**src/rtl/spoc_absorb_if.sv**
```systemverilog
// ---------------------------------------------------------------------------
// spoc_absorb_if
// Handshake bundle between a bdi word producer / block consumer and
// spoc_absorb_buffer.
//
// Parameters:
//   PW    input word width in bits (8, 16 or 32)
//   RATE  block width in bits (64 or 128)
//
// Signals:
//   in_valid, in_ready, in_data[PW], in_size, in_last     word side
//   out_valid, out_ready, out_block[RATE], out_size,
//   out_partial, out_last                                 block side
//   err                                                   sticky protocol error
//   out_mask[RATE/8]                                      only with SPOC_ABSORB_MASK_EN
//
// Modports:
//   master  the environment (drives words, accepts blocks)
//   slave   the buffer itself
//
// Optional feature macro: SPOC_ABSORB_MASK_EN adds out_mask.
// ---------------------------------------------------------------------------
interface spoc_absorb_if #(
    parameter int unsigned PW   = 32,
    parameter int unsigned RATE = 64
);
    localparam int unsigned SW = $clog2(PW / 8) + 1;
    localparam int unsigned OW = $clog2(RATE / 8) + 1;

    logic             in_valid;
    logic             in_ready;
    logic [PW-1:0]    in_data;
    logic [SW-1:0]    in_size;
    logic             in_last;

    logic             out_valid;
    logic             out_ready;
    logic [RATE-1:0]  out_block;
    logic [OW-1:0]    out_size;
    logic             out_partial;
    logic             out_last;
    logic             err;
`ifdef SPOC_ABSORB_MASK_EN
    logic [RATE/8-1:0] out_mask;

    modport master (
        output in_valid, in_data, in_size, in_last, out_ready,
        input  in_ready, out_valid, out_block, out_size, out_partial,
               out_last, err, out_mask
    );

    modport slave (
        input  in_valid, in_data, in_size, in_last, out_ready,
        output in_ready, out_valid, out_block, out_size, out_partial,
               out_last, err, out_mask
    );
`else
    modport master (
        output in_valid, in_data, in_size, in_last, out_ready,
        input  in_ready, out_valid, out_block, out_size, out_partial,
               out_last, err
    );

    modport slave (
        input  in_valid, in_data, in_size, in_last, out_ready,
        output in_ready, out_valid, out_block, out_size, out_partial,
               out_last, err
    );
`endif
endinterface

```
**src/rtl/spoc_absorb_buffer.sv**
```systemverilog
// ---------------------------------------------------------------------------
// spoc_absorb_buffer
// Block-assembly buffer for the SpoC AEAD datapaths. PW-bit bdi words are
// packed MSB-first into a RATE-bit block; partial blocks receive 10* byte
// padding (PAD_BYTE then zeros) and each finished block is handed to the
// permutation stage over a valid/ready handshake.
//
// Parameters:
//   PW        input word width (8, 16, 32)
//   RATE      block width (64 = SpoC-64, 128 = SpoC-128), multiple of PW
//   PAD_BYTE  first padding byte
//
// Ports:
//   clk   clock
//   rst   asynchronous active-low reset
//   clr   synchronous flush (returns everything, including err, to reset)
//   bus   spoc_absorb_if.slave (word input, block output, err, out_mask)
//
// Optional feature macro: SPOC_ABSORB_MASK_EN
//   When defined, bus.out_mask[RATE/8-1:0] flags data bytes of the block
//   (MSB bit = byte 0). When undefined the port is absent.
//
// Two states: FILL accepts one word per cycle, HOLD presents the padded
// block until the consumer takes it. All block-side outputs are registered;
// the padded image is computed from the next-state data at the closing word
// so out_valid and the block appear together one cycle after acceptance.
// ---------------------------------------------------------------------------
module spoc_absorb_buffer #(
    parameter int unsigned PW       = 32,
    parameter int unsigned RATE     = 64,
    parameter logic [7:0]  PAD_BYTE = 8'h80
) (
    input  logic          clk,
    input  logic          rst,
    input  logic          clr,
    spoc_absorb_if.slave  bus
);

    localparam int unsigned PB    = PW / 8;            // bytes per word
    localparam int unsigned NB    = RATE / 8;          // bytes per block
    localparam int unsigned WORDS = RATE / PW;         // words per block
    localparam int unsigned SW    = $clog2(PB) + 1;    // in_size width
    localparam int unsigned OW    = $clog2(NB) + 1;    // out_size width
    localparam int unsigned CW    = $clog2(WORDS) + 1; // word counter width

    typedef enum logic [0:0] {
        ST_FILL = 1'b0,
        ST_HOLD = 1'b1
    } state_t;

    // Build the padded block: data bytes below n, PAD_BYTE at n, zeros after.
    function automatic logic [RATE-1:0] pad_block(
        input logic [RATE-1:0] data,
        input logic [OW-1:0]   n
    );
        logic [RATE-1:0] res;
        res = '0;
        for (int i = 0; i < int'(NB); i++) begin
            if (OW'(i) < n) begin
                res[RATE-1-8*i -: 8] = data[RATE-1-8*i -: 8];
            end else if (OW'(i) == n) begin
                res[RATE-1-8*i -: 8] = PAD_BYTE;
            end else begin
                res[RATE-1-8*i -: 8] = 8'h00;
            end
        end
        return res;
    endfunction

`ifdef SPOC_ABSORB_MASK_EN
    // Byte-valid mask: bit NB-1-i is set when byte i carries data.
    function automatic logic [NB-1:0] data_mask(input logic [OW-1:0] n);
        logic [NB-1:0] res;
        res = '0;
        for (int i = 0; i < int'(NB); i++) begin
            res[NB-1-i] = (OW'(i) < n);
        end
        return res;
    endfunction
`endif

    // Architectural state and registered outputs.
    state_t          state_r;
    logic [CW-1:0]   word_cnt_r;
    logic [OW-1:0]   byte_cnt_r;
    logic [RATE-1:0] data_r;
    logic            in_ready_r;
    logic            out_valid_r;
    logic [RATE-1:0] out_block_r;
    logic [OW-1:0]   out_size_r;
    logic            out_partial_r;
    logic            out_last_r;
    logic            err_r;
`ifdef SPOC_ABSORB_MASK_EN
    logic [NB-1:0]   out_mask_r;
`endif

    // Next-word combinational path.
    logic            accept_s;
    logic            size_over_s;
    logic            size_short_s;
    logic [SW-1:0]   size_eff_s;
    logic [PW-1:0]   word_masked_s;
    logic [RATE-1:0] data_next_s;
    logic [OW-1:0]   bytes_next_s;
    logic            close_s;
    logic            err_set_s;

    // Size sanitising, byte masking and placement of the incoming word.
    always_comb begin
        accept_s      = bus.in_valid & in_ready_r;
        size_over_s   = (bus.in_size > SW'(PB));
        size_eff_s    = bus.in_size;
        size_short_s  = 1'b0;
        word_masked_s = '0;
        data_next_s   = data_r;

        // Oversized counts are clamped to a full word.
        if (size_over_s) begin
            size_eff_s = SW'(PB);
        end else begin
            size_eff_s = bus.in_size;
        end

        // A short word is only legal as the final word of a segment.
        if (!size_over_s && (bus.in_size < SW'(PB)) && !bus.in_last) begin
            size_short_s = 1'b1;
        end else begin
            size_short_s = 1'b0;
        end

        // Bytes at or beyond the valid count are stored as zero so padding
        // lands on a clean field.
        for (int b = 0; b < int'(PB); b++) begin
            if (SW'(b) < size_eff_s) begin
                word_masked_s[PW-1-8*b -: 8] = bus.in_data[PW-1-8*b -: 8];
            end else begin
                word_masked_s[PW-1-8*b -: 8] = 8'h00;
            end
        end

        // Word k goes to the k-th PW slot counted from the MSB end.
        for (int w = 0; w < int'(WORDS); w++) begin
            if (CW'(w) == word_cnt_r) begin
                data_next_s[RATE-1-w*PW -: PW] = word_masked_s;
            end else begin
                data_next_s[RATE-1-w*PW -: PW] = data_r[RATE-1-w*PW -: PW];
            end
        end

        bytes_next_s = byte_cnt_r + OW'(size_eff_s);
        // A short non-last word cannot be followed contiguously, so it
        // closes the block early as well.
        close_s      = bus.in_last | size_short_s |
                       (word_cnt_r == CW'(WORDS - 1));
        err_set_s    = size_over_s | size_short_s;
    end

    // FILL/HOLD state machine with all outputs registered.
    always_ff @(posedge clk or negedge rst) begin
        if (!rst) begin
            state_r       <= ST_FILL;
            word_cnt_r    <= '0;
            byte_cnt_r    <= '0;
            data_r        <= '0;
            in_ready_r    <= 1'b1;
            out_valid_r   <= 1'b0;
            out_block_r   <= '0;
            out_size_r    <= '0;
            out_partial_r <= 1'b0;
            out_last_r    <= 1'b0;
            err_r         <= 1'b0;
`ifdef SPOC_ABSORB_MASK_EN
            out_mask_r    <= '0;
`endif
        end else if (clr) begin
            state_r       <= ST_FILL;
            word_cnt_r    <= '0;
            byte_cnt_r    <= '0;
            data_r        <= '0;
            in_ready_r    <= 1'b1;
            out_valid_r   <= 1'b0;
            out_block_r   <= '0;
            out_size_r    <= '0;
            out_partial_r <= 1'b0;
            out_last_r    <= 1'b0;
            err_r         <= 1'b0;
`ifdef SPOC_ABSORB_MASK_EN
            out_mask_r    <= '0;
`endif
        end else begin
            case (state_r)
                ST_FILL: begin
                    if (accept_s) begin
                        data_r     <= data_next_s;
                        byte_cnt_r <= bytes_next_s;
                        word_cnt_r <= word_cnt_r + CW'(1);
                        err_r      <= err_r | err_set_s;
                        if (close_s) begin
                            state_r       <= ST_HOLD;
                            in_ready_r    <= 1'b0;
                            out_valid_r   <= 1'b1;
                            out_block_r   <= pad_block(data_next_s, bytes_next_s);
                            out_size_r    <= bytes_next_s;
                            out_partial_r <= (bytes_next_s < OW'(NB));
                            out_last_r    <= bus.in_last;
`ifdef SPOC_ABSORB_MASK_EN
                            out_mask_r    <= data_mask(bytes_next_s);
`endif
                        end else begin
                            state_r <= ST_FILL;
                        end
                    end else begin
                        state_r <= ST_FILL;
                    end
                end
                ST_HOLD: begin
                    // Consumption returns to FILL; no word is taken this cycle
                    // because in_ready is still low.
                    if (bus.out_ready) begin
                        state_r       <= ST_FILL;
                        word_cnt_r    <= '0;
                        byte_cnt_r    <= '0;
                        data_r        <= '0;
                        in_ready_r    <= 1'b1;
                        out_valid_r   <= 1'b0;
                        out_block_r   <= '0;
                        out_size_r    <= '0;
                        out_partial_r <= 1'b0;
                        out_last_r    <= 1'b0;
`ifdef SPOC_ABSORB_MASK_EN
                        out_mask_r    <= '0;
`endif
                    end else begin
                        state_r <= ST_HOLD;
                    end
                end
                default: begin
                    state_r       <= ST_FILL;
                    word_cnt_r    <= '0;
                    byte_cnt_r    <= '0;
                    data_r        <= '0;
                    in_ready_r    <= 1'b1;
                    out_valid_r   <= 1'b0;
                    out_block_r   <= '0;
                    out_size_r    <= '0;
                    out_partial_r <= 1'b0;
                    out_last_r    <= 1'b0;
`ifdef SPOC_ABSORB_MASK_EN
                    out_mask_r    <= '0;
`endif
                end
            endcase
        end
    end

    assign bus.in_ready    = in_ready_r;
    assign bus.out_valid   = out_valid_r;
    assign bus.out_block   = out_block_r;
    assign bus.out_size    = out_size_r;
    assign bus.out_partial = out_partial_r;
    assign bus.out_last    = out_last_r;
    assign bus.err         = err_r;
`ifdef SPOC_ABSORB_MASK_EN
    assign bus.out_mask    = out_mask_r;
`endif

endmodule

```
**src/flat_wrapper.sv**
```systemverilog
// flat-port wrapper written by rule: the top's interface ports become plain ports
module spoc_absorb_buffer_flat 
#(
    parameter int unsigned PW       = 32,
    parameter int unsigned RATE     = 64,
    parameter logic [7:0]  PAD_BYTE = 8'h80
)
  (clk, rst, clr, bus_in_valid, bus_in_data, bus_in_size, bus_in_last, bus_out_ready, bus_in_ready, bus_out_valid, bus_out_block, bus_out_size, bus_out_partial, bus_out_last, bus_err);
  spoc_absorb_if #(.PW(PW), .RATE(RATE)) bus_i ();
  input  logic clk;
  input  logic rst;
  input  logic clr;
  input wire logic [$bits(bus_i.in_valid)-1:0] bus_in_valid;
  input wire logic [$bits(bus_i.in_data)-1:0] bus_in_data;
  input wire logic [$bits(bus_i.in_size)-1:0] bus_in_size;
  input wire logic [$bits(bus_i.in_last)-1:0] bus_in_last;
  input wire logic [$bits(bus_i.out_ready)-1:0] bus_out_ready;
  output wire logic [$bits(bus_i.in_ready)-1:0] bus_in_ready;
  output wire logic [$bits(bus_i.out_valid)-1:0] bus_out_valid;
  output wire logic [$bits(bus_i.out_block)-1:0] bus_out_block;
  output wire logic [$bits(bus_i.out_size)-1:0] bus_out_size;
  output wire logic [$bits(bus_i.out_partial)-1:0] bus_out_partial;
  output wire logic [$bits(bus_i.out_last)-1:0] bus_out_last;
  output wire logic [$bits(bus_i.err)-1:0] bus_err;
  assign bus_i.in_valid = bus_in_valid;
  assign bus_i.in_data = bus_in_data;
  assign bus_i.in_size = bus_in_size;
  assign bus_i.in_last = bus_in_last;
  assign bus_i.out_ready = bus_out_ready;
  assign bus_in_ready = bus_i.in_ready;
  assign bus_out_valid = bus_i.out_valid;
  assign bus_out_block = bus_i.out_block;
  assign bus_out_size = bus_i.out_size;
  assign bus_out_partial = bus_i.out_partial;
  assign bus_out_last = bus_i.out_last;
  assign bus_err = bus_i.err;
  spoc_absorb_buffer #(.PW(PW), .RATE(RATE), .PAD_BYTE(PAD_BYTE)) u_core (.clk(clk), .rst(rst), .clr(clr), .bus(bus_i));
endmodule
```
**config.mk**
```make
export PLATFORM = sky130hd
export DESIGN_NAME = spoc_absorb_buffer_flat
export DESIGN_NICKNAME = d
export VERILOG_FILES = /design/src/rtl/spoc_absorb_if.sv /design/src/rtl/spoc_absorb_buffer.sv /design/src/flat_wrapper.sv
export SDC_FILE = /design/constraint.sdc
export NUM_CORES = 1
export LEC_CHECK = 0
export BUFFER_PORTS_ARGS = -buffer_cell sky130_fd_sc_hd__buf_2
export CAP_MARGIN = 10
export CORE_UTILIZATION = 51
export DETAILED_ROUTE_END_ITERATION = 6
export PLACE_DENSITY = 0.76
export RECOVER_POWER = 25
export SLEW_MARGIN = 10
export SYNTH_ARGS = -nofsm -noshare
export SYNTH_HDL_FRONTEND = slang
export SYNTH_SLANG_ARGS = --single-unit
```
**constraint.sdc**
```tcl
create_clock -name clk -period 2.2 [get_ports clk]
set_clock_uncertainty 0.05 [all_clocks]
set_input_delay 0.11 -clock clk [delete_from_list [all_inputs] [get_ports clk]]
set_output_delay 0.11 -clock clk [all_outputs]
set_load 0.01 [all_outputs]
```
**Word level (Yosys, flattened, before mapping)**

Index checks and enable logic that the tools add are counted.

- Flip-flop bits (word level): 144
- Bits of input ports: 41
- Output and inout port bits: 73

- Bitwise operators: 6
- Mux-type cells: 70
- Reductions and logical operators: 10
- Add/sub/neg operators: 2
- Order comparisons: 15
- Eq/ne operators: 13

Operator list:

| operator | count |
|---|---|
| two-way mux 64 bit | 6 |
| one-hot mux 64 bit (2 select lines) | 2 |
| two-way mux 8 bit | 20 |
| two-way mux 32 bit | 2 |
| two-way mux 4 bit | 6 |
| two-way mux 1 bit | 22 |
| == test 3 x 4 -> 1 bit (first input constant) | 4 |
| less-than comparator 3 x 4 -> 1 bit (first input constant) | 4 |
| one-hot mux 4 bit (2 select lines) | 2 |
| one-hot mux 1 bit (2 select lines) | 5 |
| == test 2 x 4 -> 1 bit (first input constant) | 2 |
| less-than comparator 1 x 4 -> 1 bit (first input constant) | 2 |
| less-than comparator 2 x 4 -> 1 bit (first input constant) | 2 |
| less-than comparator 1 x 3 -> 1 bit (first input constant) | 2 |
| less-than comparator 2 x 3 -> 1 bit (first input constant) | 2 |
| two-way mux 2 bit | 3 |
| inequality test 3 x 2 -> 1 bit (second input constant) | 2 |
| adder 4 x 3 -> 4 bit | 1 |
| == test 1 x 4 -> 1 bit (first input constant) | 1 |
| logical NOT 4 bit | 1 |
| less-than comparator 4 bit (second input constant) | 1 |
| OR 1 bit | 4 |
| one-hot mux 2 bit (2 select lines) | 1 |
| AND reduction 2 bit | 2 |
| 15 further kinds | 17 |

**Logic depth before layout (Yosys ltp)**

- Depth after elaboration: 11
- Gate-level depth with buffers: 11

**Least setup slack after synthesis**

OpenSTA, ideal clock, no wires.

- Path type: input port to flip-flop
- From: input bus_in_size[2]
- To: register u_core.out_block_r[23], in the netlist u_core.bus.out_block[23]
- Setup slack: -229 ps
- Arrival: 2241 ps
- Setup time: 137 ps
- Stages: 11
- Path through: buf_2 > clkbuf_1 > nor2b_1 > ha_1 > inv_1 > fa_1 > nand2b_1 > buf_1 > a32o_1 > nor2_1 > o31ai_1

- Cells in the longest elaborated chain, start to end: 10
- Elaborated cells between the ends (all ways): 23
- Classes of those cells: 1 x add/sub; 4 x order compare; 2 x eq/ne; 10 x mux; 2 x bitwise; 4 x reduce/logical

RTL lines:

| element | line | text |
|---|---|---|
| from (decl) | flat_wrapper.sv:15 | `input wire logic [$bits(bus_i.in_size)-1:0] bus_in_size;` |
| parallel branches: the longest is 10 deep, another holds adder 4 x 3 -> 4 bit | -- |  |
| to (signal assigned) | spoc_absorb_buffer.sv:203 | `out_block_r <= pad_block(data_next_s, bytes_next_s);` |
| to (decl) | spoc_absorb_buffer.sv:89 | `logic [RATE-1:0] out_block_r;` |

Parallel ways; which one is timed is not known. The select of a mux whose other input is x is not followed.
A chain may end at the register's enable or synchronous reset.

**Worst setup path after layout**

- From: register u_core.byte_cnt_r[1]
- To: register u_core.out_block_r[63], in the netlist u_core.bus.out_block[63]

- Cells in the longest elaborated chain, start to end: 8
- Elaborated cells between the ends (all ways): 9
- Classes of those cells: 1 x add/sub; 1 x order compare; 6 x mux; 1 x reduce/logical

RTL lines:

| element | line | text |
|---|---|---|
| from (decl) | spoc_absorb_buffer.sv:85 | `logic [OW-1:0] byte_cnt_r;` |
| from (signal assigned) | spoc_absorb_buffer.sv:196 | `byte_cnt_r <= bytes_next_s;` |
| adder 4 x 3 -> 4 bit (*) | spoc_absorb_buffer.sv:151 | `bytes_next_s = byte_cnt_r + OW'(size_eff_s);` |
| parallel branches: the longest is 2 deep, another holds less-than comparator 1 x 4 -> 1 bit | -- |  |
| two-way mux 8 bit (*) | spoc_absorb_buffer.sv:59 | `if (OW'(i) < n) begin` |
| two-way mux 64 bit (*) | spoc_absorb_buffer.sv:199 | `if (close_s) begin` |
| two-way mux 64 bit (*) | spoc_absorb_buffer.sv:194 | `if (accept_s) begin` |
| one-hot mux 64 bit (2 select lines) (*) | spoc_absorb_buffer.sv:192 | `case (state_r)` |
| two-way mux 64 bit (*) | spoc_absorb_buffer.sv:176 | `end else if (clr) begin` |

Every way passes the cells marked *. The select of a mux whose other input is x is not followed.

==> metrics.yaml <==
die:
  ioPinCount: 114
  coreArea_um2: 12900
  die-width_um: 118
  die_area_um2: 13900
  start_util: 0.532
  die_h_um: 118
  row_count: 41
synth:
  synth.distinct_cells: 47
  synth-warning-count: 0
  syn_nets: 797
  synthFlopType: "dfrtp_1"
  ys_ff_latch: 144
  syn_area_um2: 6850
  ys_seq_area_frac: 0.526
  synth_area_per_cell_um2: 9.14
  async_reset_ff_frac: 1.00
  synthCells: 750
  synth_enable_flop_cells: 0
min_path:
  min_path_cells: 4
  worstHoldEndpoint: "u_core.bus.in_ready$_DFFE_PN1P_"
  hold_start: "bus_in_valid"
  worstHoldPathType: "in2reg"
timing:
  period_needed_ps: 2120
  period_share: 0.963
  tightest_slew_ps: 1590
  drv_slew: 60
  fmax_ghz: 0.472
  setup_viol: 0
  slew_headroom: -0.0615
  tns_ps: 0
  finalHoldViolations: 0
  rsz0062_at_grt: "no"
outcome:
  status: "complete, but fails checks"
  violations: "max-capacitance violations, max-slew violations"
route:
  vias: 5971
  dr.pass1.iters: 5
  highest_layer: "met4"
  wl_um: 17500
  drt_iter0_drc: 399
  ant_nets: 0
  drc: 0
  viasPerCell: 5.67
  wl_met3_um: 988
  wl_met1_um: 7400
  wl_met2_um: 8520
  wire_per_inst_um: 16.6
final_layout:
  fin_util: 0.649
  layout-drive-gt1-share: 0.242
  area_delta_synth_final_pct: 22.0
  multiInputGateArea_um2: 2880
  regArea_um2: 3600
  diodes: 0
  final_nets: 915
  fillCellCount: 1066
grt:
  track_usage: 0.258
  gr-total-overflow: 0
  grt_max_degree: 62
  antenna_found_initial: 0
  grt_pass1_wl_um: 28200
  grt_pass1_vias: 5749
clock_tree:
  cts-htree-levels: 4
  cts.clk_slew.worst_paths_ps: 60
  worst_skew_pair.late_latency_ps: 420
  numCtsBuffers: 17
  clk_path_buf_depth: 2
  cts-root-buf: "clkbuf_16"
  cts_tree: "built"
  clock_sinks: 144
setup_path:
  path_buf_inv: 0
  r2r_setup_slack_ps: 80
  start_kind: "flop"
  path_delay_family: "compound AO/OA/AOI/OAI gates"
  path_max_fanout: 12
  arrival_ps: 2420
  r2r-end: "u_core.bus.out_block[63]$_DFFE_PN0P_"
  crit_start: "u_core.byte_cnt_r[1]$_DFFE_PN0P_"
  cpMaxStageDelayCell: "dfrtp_1"
  slowest_delay_ps: 410
  crit_type: "reg2reg"
  r2r_cells: 6
  r2r_start: "u_core.byte_cnt_r[1]$_DFFE_PN0P_"
  cp.required_ps: 2500
  crit_chain: "ha_1 -> and3_4 -> or3_4 -> a21o_2 -> o21ai_0 -> a22o_1"
  cp-end-kind: "flop"
power_and_ir_drop:
  peakVddDrop_mv: 0.514
  powerDensity_nw_per_um2: 854
  p_leak_uw: 0.00402
place:
  io_buffers: 113
  gp_congestion: 0.906
  dp_hpwl_um: 12400
job:
  drv_cap: 1
[area by class of cell]
type	instances	share of cell area
clock buffers	23	0.0596
inverters	36	0.0162
clock inverters	9	0.0126
flip-flops and latches	144	0.431
repair buffers	149	0.110
well taps	172	0.0257
multi-input cells	520	0.344
[cells by family after synthesis]
| group | count (synthesis) | share of synthesized area |
|---|---|---|
| AOI/OAI and AO/OA | 216 | 0.191 |
| xor gates and xnor gates | 2 | 0.00256 |
| adders and majority gates | 6 | 0.0121 |
| buffers and inverters | 86 | 0.0619 |
| DFF | 144 | 0.526 |
| muxes | 15 | 0.0245 |
| and+or+nand+nor | 281 | 0.182 |
[worst reg2reg max path, stage by stage, from the launching register on]
cell	delay (ps)
dfrtp_1	410
ha_1	320
and3_4	170
or3_4	400
a21o_2	300
o21ai_0	240
a22o_1	170
[placed cells by master, fill, tap and decap left out, types with 14 or more instances in the layout]
cell type  count
a21oi_1       30
buf_2        112
buf_4         25
clkbuf_16     17
dfrtp_1      143
inv_1         35
mux2_2        14
nand2_1      177
nand3_1       37
o21ai_0      100
o31ai_1       40
[how the worst max path moves through the flow]
stage,endpoint,slack [ps],cells past startpoint
5_1_grt,u_core.bus.out_block[31]$_DFFE_PN0P_,10,8
3_3_place_gp,u_core.bus.out_block[57]$_DFFE_PN0P_,40,9
2_1_floorplan,u_core.bus.out_block[23]$_DFFE_PN0P_,-20,11
6_report,u_core.bus.out_block[63]$_DFFE_PN0P_,80,6
4_1_cts,u_core.bus.out_block[57]$_DFFE_PN0P_,20,6
3_5_place_dp,u_core.bus.out_block[57]$_DFFE_PN0P_,-30,9
[Yosys cell counts, drive strengths merged (4+ instances only)]
cell,instances,area share
a21o,5,0.0055
a21oi,30,0.022
a22o,13,0.017
a31oi,4,0.0037
and3,12,0.012
buf,25,0.028
clkbuf,25,0.014
dfrtp,143,0.52
ha,5,0.0091
inv,36,0.020
mux2,14,0.023
nand2,178,0.097
nand2b,10,0.0091
nand3,37,0.027
nor2,18,0.011
nor2b,14,0.013
o21ai,105,0.077
o22ai,7,0.0064
o31ai,41,0.046
[layer usage]
metal,vias to the layer above,GRT usage
met5,-,0
met4,0,0.132
met3,42,0.0562
met2,226,0.424
met1,2898,0.320
li1,2805,-
[flip-flops by register name, summed over array words and instances, names as in the netlist]
name,count
u_core.bus.err,1
u_core.bus.in_ready,1
u_core.bus.out_block,64
u_core.bus.out_last,1
u_core.bus.out_partial,1
u_core.bus.out_size,4
u_core.bus.out_valid,1
u_core.byte_cnt_r,4
u_core.data_r,64
u_core.state_r,1
u_core.word_cnt_r,2
[stage by stage]
stage / total power (uW) / area (um2) / cells / setup slack (ps) / hold slack, ps
global route: 7460 / 8360 / 1053 / 9.51 / 36.4
detailed placement: 4270 / 7690 / 1016 / -30.6 / 84.6
floorplan: 3780 / 6890 / 750 / -15.2 / -236
CTS: 7170 / 8350 / 1053 / 20.0 / 7.09
global placement: 4230 / 7690 / 1016 / 40.1 / 83.9
finish: 7140 / 8360 / 1053 / 81.7 / 17.1
[what timing repair did]
action                                  CTS  global route
endpoints found under the setup margin    0            33
setup buffers                             0             0
hold endpoints to repair                 62             0
hold buffers                              5             0
gates resized for setup                   0             8
[report_power, final]
part / internal [uW] / switching [uW] / leakage (uW) / total, uW
Combinational: 472 / 820 / 0.00175 / 1290
Sequential: 2840 / 110 / 0.00197 / 2950
Clock: 1810 / 1080 / 0.000299 / 2900
Total: 5130 / 2010 / 0.00402 / 7140
No activity file was read; power rests on OpenSTA's default activity.
